$ cat config.mk
export PLATFORM = sky130hd
export DESIGN_NAME = mem_wb_unit
export DESIGN_NICKNAME = d
export VERILOG_FILES = /design/src/rtl/mem_wb_unit.sv
export SDC_FILE = /design/constraint.sdc
export NUM_CORES = 1
export LEC_CHECK = 0
export CORE_MARGIN = 2
export CORE_UTILIZATION = 49
export DETAILED_ROUTE_END_ITERATION = 12
export PLACE_DENSITY = 0.87
export RECOVER_POWER = 25
export SLEW_MARGIN = 25
export SYNTH_ARGS = -nofsm -noshare
export SYNTH_HDL_FRONTEND = slang
export SYNTH_SLANG_ARGS = --single-unit
export TNS_END_PERCENT = 30
$ cat constraint.sdc
create_clock -name clk -period 5.4 [get_ports clk]
set_input_delay 1.08 -clock clk [delete_from_list [all_inputs] [get_ports clk]]
set_output_delay 1.08 -clock clk [all_outputs]
set_load 0.02 [all_outputs]
$ cat src/rtl/mem_wb_unit.sv
// Memory-access / write-back stage: runs loads and stores over a req/ack port,
// extends load data and drives the register-file write port.
module mem_wb_unit #(
   parameter int TIMEOUT = 16,
   parameter int CNT_W   = 5
) (
   input  logic        clk,
   input  logic        rst,
   input  logic        valid,
   output logic        ready,
   input  logic [2:0]  funct3,
   input  logic [4:0]  rd,
   input  logic        MemRead,
   input  logic        MemWrite,
   input  logic        RegWrite_in,
   input  logic [31:0] alu_result,
   input  logic [31:0] rs2_data,
   output logic        mem_req,
   output logic        mem_we,
   output logic [31:0] mem_addr,
   output logic [3:0]  mem_be,
   output logic [31:0] mem_wdata,
   input  logic [31:0] mem_rdata,
   input  logic        mem_ack,
   output logic        RegWrite,
   output logic [4:0]  rd_out,
   output logic [31:0] write_data,
   output logic        done,
   output logic        err
);

   typedef enum logic [2:0] {S_IDLE, S_REQ, S_WB, S_DONE, S_ERR} state_t;

   typedef struct packed {
      logic [2:0]  f3;
      logic [4:0]  rd;
      logic        ld;
      logic        st;
      logic        rw;
      logic [31:0] addr;
      logic [31:0] sdata;
   } instr_t;

   state_t           state, nxt;
   instr_t           iq;
   logic [31:0]      wb_q;
   logic [CNT_W-1:0] cnt;

   // 0 = byte, 1 = half, 2 = word; stores only know SB/SH, everything else is a word
   function automatic logic [1:0] size_of(input logic [2:0] f3, input logic st);
      if (st) return (f3 == 3'b000) ? 2'd0 : (f3 == 3'b001) ? 2'd1 : 2'd2;
      else    return (f3[1:0] == 2'b00) ? 2'd0 : (f3[1:0] == 2'b01) ? 2'd1 : 2'd2;
   endfunction

   logic       in_mem, in_st, in_mis;
   logic [1:0] in_sz;

   always_comb begin
      in_mem = MemRead | MemWrite;
      in_st  = MemWrite;
      in_sz  = size_of(funct3, in_st);
      in_mis = ((in_sz == 2'd1) & alu_result[0]) | ((in_sz == 2'd2) & (|alu_result[1:0]));
   end

   logic [1:0]  sz_q, a_q;
   logic [7:0]  ld_byte;
   logic [15:0] ld_half;
   logic [31:0] ld_ext;
   logic        sgn;

   always_comb begin
      sz_q    = size_of(iq.f3, iq.st);
      a_q     = iq.addr[1:0];
      sgn     = ~iq.f3[2];
      ld_byte = mem_rdata[{a_q, 3'b000} +: 8];
      ld_half = mem_rdata[{a_q[1], 4'b0000} +: 16];
      case (sz_q)
         2'd0:    ld_ext = {{24{sgn & ld_byte[7]}}, ld_byte};
         2'd1:    ld_ext = {{16{sgn & ld_half[15]}}, ld_half};
         default: ld_ext = mem_rdata;
      endcase
   end

   always_comb begin
      nxt = state;
      case (state)
         S_IDLE: if (valid) nxt = in_mem ? (in_mis ? S_ERR : S_REQ) : S_WB;
         S_REQ: begin
            if (mem_ack)                             nxt = iq.ld ? S_WB : S_DONE;
            else if (cnt == CNT_W'(TIMEOUT - 1))     nxt = S_ERR;
         end
         default: nxt = S_IDLE;
      endcase
   end

   always_ff @(posedge clk or negedge rst) begin
      if (!rst) begin
         state <= S_IDLE;
         cnt   <= '0;
         iq    <= '0;
         wb_q  <= '0;
      end else begin
         state <= nxt;
         cnt   <= (state == S_REQ && nxt == S_REQ) ? cnt + 1'b1 : '0;
         if (state == S_IDLE && valid) begin
            // both MemRead and MemWrite set is a store with no write-back
            iq   <= '{f3: funct3, rd: rd, ld: MemRead & ~MemWrite, st: MemWrite,
                      rw: RegWrite_in, addr: alu_result, sdata: rs2_data};
            wb_q <= alu_result;
         end
         if (state == S_REQ && mem_ack && iq.ld) wb_q <= ld_ext;
      end
   end

   always_comb begin
      ready      = (state == S_IDLE);
      mem_req    = (state == S_REQ);
      mem_we     = mem_req & iq.st;
      mem_addr   = mem_req ? {iq.addr[31:2], 2'b00} : '0;
      mem_be     = '0;
      mem_wdata  = '0;
      if (mem_req) begin
         case (sz_q)
            2'd0:    begin mem_be = 4'b0001 << a_q; mem_wdata = {4{iq.sdata[7:0]}};  end
            2'd1:    begin mem_be = 4'b0011 << a_q; mem_wdata = {2{iq.sdata[15:0]}}; end
            default: begin mem_be = 4'b1111;        mem_wdata = iq.sdata;            end
         endcase
      end
      RegWrite   = (state == S_WB) & iq.rw & (iq.rd != 5'd0);
      rd_out     = (state == S_WB) ? iq.rd : '0;
      write_data = (state == S_WB) ? wb_q : '0;
      done       = (state == S_WB) | (state == S_DONE);
      err        = (state == S_ERR);
   end

endmodule

==> impl_metrics.toml <==
[worst_setup_path]
endpoint_kind = "asynchronous set/reset pin"
cp.required_ps = 5430
crit_fanout = 53
crit_arrival_ps = 4110
criticalPathCategory = "input pin to asynchronous set/reset pin"
startpoint_type = "input pin"

[clock_tree]
cts_hold_buf = 0
cts_buffer_depth = 2
cts_setup_buffers = 0
path_clk_slew_ps = 50
clockRootBuffer = "clkbuf_16"
cts_sinks = 115
cts_tree = "done"
h-tree-depth = 4
insertion_delay_ps = 400
cts_made_buffers = 17
postCtsResizedCells = 0

[layout]
nets = 1052
fillers = 947
fin_area_sq_um = 8960
area_growth_pct = 45.1
final_util_pct = 71.9
drive_above_1_share_pct = 5.17
diodes = 0

[sta]
slew_headroom_pct = -54.7
setup_tns_ps = 0
finalCritPeriodShare_pct = 75.5
hold_viol = 0
max_freq_ghz = 0.245
slew_violations = 43
period_minus_slack_ps = 4080
grt_setup_unrepaired = "false"
setup_viol = 0
skew_ps = 5.94
tightest_slew_ps = 2320

[die]
die_y_microns = 116
row_count = 41
start_util_pct = 49.6
core_area_sq_um = 12500
ioPinCount = 222
die_area_sq_um = 13500
die_x_microns = 116

[global_routing]
grt_use_total_pct = 30.0
grt_pass1_wl_microns = 31100
met2_usage_pct = 47.0
grt_util_met3_pct = 9.60
grt_pass1_vias = 6039
grt_max_degree = 102
globalRouteOverflowTotal = 0
grt_busiest_layer = "met2"
use_met1_pct = 37.6
antenna_found_initial = 0

[logic_synthesis]
yosysSeqAreaShare_pct = 46.6
synth_top_cell_by_area = "dfrtp_1"
synthTopCellsByCount = "nand2_1, dfrtp_1, and2_1"
yosys.cell_count.top_type = "nand2_1"
yosys_warnings = 0
yosys-top-cells-area = "dfrtp_1, nand2_1, and2_1"
synthArstFlopShare_pct = 100
synth_edf_count = 0
synth_top_area_share_pct = 46.6
synthDistinctLibCells = 53
ys_seq_elements = 115
synth_ff_type = "dfrtp_1"
netlist_area_sq_um = 6180
synthCells = 751
syn_avg_cell_area_sq_um = 8.23

[route]
drc = 0
wire_per_inst_microns = 17.9
antenna_left = 0
drt_pass1_iterations = 5
drtIter0Drc = 424
vias = 6098
vias_per_cell = 5.44
wirelength_microns = 20000

[run]
drv_cap = 1

[place]
port_buffers = 219
detailed_place.area_sq_um = 8390
hpwl_microns = 13800
place_congestion = 0.886

[power]
ir_drop_mv = 0.274
power.density_nw_per_um2 = 547
p_leak_nw = 4.04

[worst_hold_path]
hp-class = "flip-flop to flip-flop"

[outcome]
violations = "max-capacitance violations, max-slew violations"
status = "finished, violations left"
==> layout by cell type (no fill, tap or decap), types with 3 or more instances in the layout <==
cell type        instances
buf_4                    4
o211ai_1                 7
and3_1                   9
nand2_1                301
a211oi_1                 9
mux2i_1                  9
clkbuf_1                 4
a32oi_1                 25
a22oi_1                 15
nor2_1                  20
nor2b_1                  5
o21ai_0                  3
dfrtp_1                115
clkbuf_16               17
a22o_1                   7
clkinv_2                 6
nand3_1                  8
mux2_2                   7
and2_1                  77
a21oi_1                 37
clkdlybuf4s50_1        217
==> flip-flops by register name (all words and copies together), names as in the netlist <==
| name | cells |
|---|---|
| iq | 73 |
| wb_q | 32 |
| cnt | 5 |
| state | 3 |
| a_q | 2 |
==> power by group <==
group	internal [mW]	total [mW]	switching, mW	leakage, nW
sequential	1.26	1.61	0.346	1.43
clock	0.687	1.05	0.363	0.274
combinational	0.944	2.25	1.30	2.34
==> critical path, stage by stage <==
cell and delay [ps]:
clkbuf_1 950, buf_16 340, clkbuf_1 1690
==> area by class of cell <==
cell class | count | area, sq um | area share (%)
flip-flops and latches | 115 | 2880 | 32.1
multi-input cells | 577 | 3070 | 34.2
clock buffers | 21 | 460 | 5.14
well taps | 172 | 215 | 2.40
repair buffers | 225 | 2250 | 25.1
clock inverters | 7 | 85.1 | 0.949
inverters | 3 | 12.5 | 0.140
==> metal layers <==
metal  vias to the layer above  wire, microns  share of wire (%)
met5                         -              0                  0
met4                         0            776                3.9
met3                        52           2050                 10
met2                       313           9150                 46
met1                      2874           8040                 40
li1                       2859              -                  -
==> final timing paths <==
path	cells after the start	to	startpoint	slack, ps
setup / recovery	3	wb_q[13]	rst	1320
hold / removal	2	iq[46]	iq[46]	470
setup reg to reg	6	wb_q[14]	state[2]	2630
hold reg to reg	2	iq[46]	iq[46]	470
max in group clk	4	mem_be[2]	iq[72]	1420
min in group asynchronous	1	wb_q[2]	rst	960
==> metrics by stage <==
step	cells	hold slack [ps]	setup slack, ps	power, mW
detailed placement	1091	455	1820	3.83
global route	1120	486	742	5.23
CTS	1119	469	1400	4.90
floorplan	752	433	2650	2.96
global placement	1091	451	1890	3.77
finish	1120	467	1320	4.90
==> cell families (layout without fill, tap and decap cells) <==
family | Yosys count | in the layout | share of synthesized area, %
simple gates | 438 | 438 | 31.6
compound gates | 116 | 116 | 13.6
buf+inv | 60 | 256 | 4.39
other cells | 1 | 2 | 0.0607
fa+ha+maj | 2 | 2 | 0.405
flops | 115 | 115 | 46.6
xor+xnor | 2 | 2 | 0.284
mux | 17 | 17 | 3.10
Power figures use the tool's default switching activity.
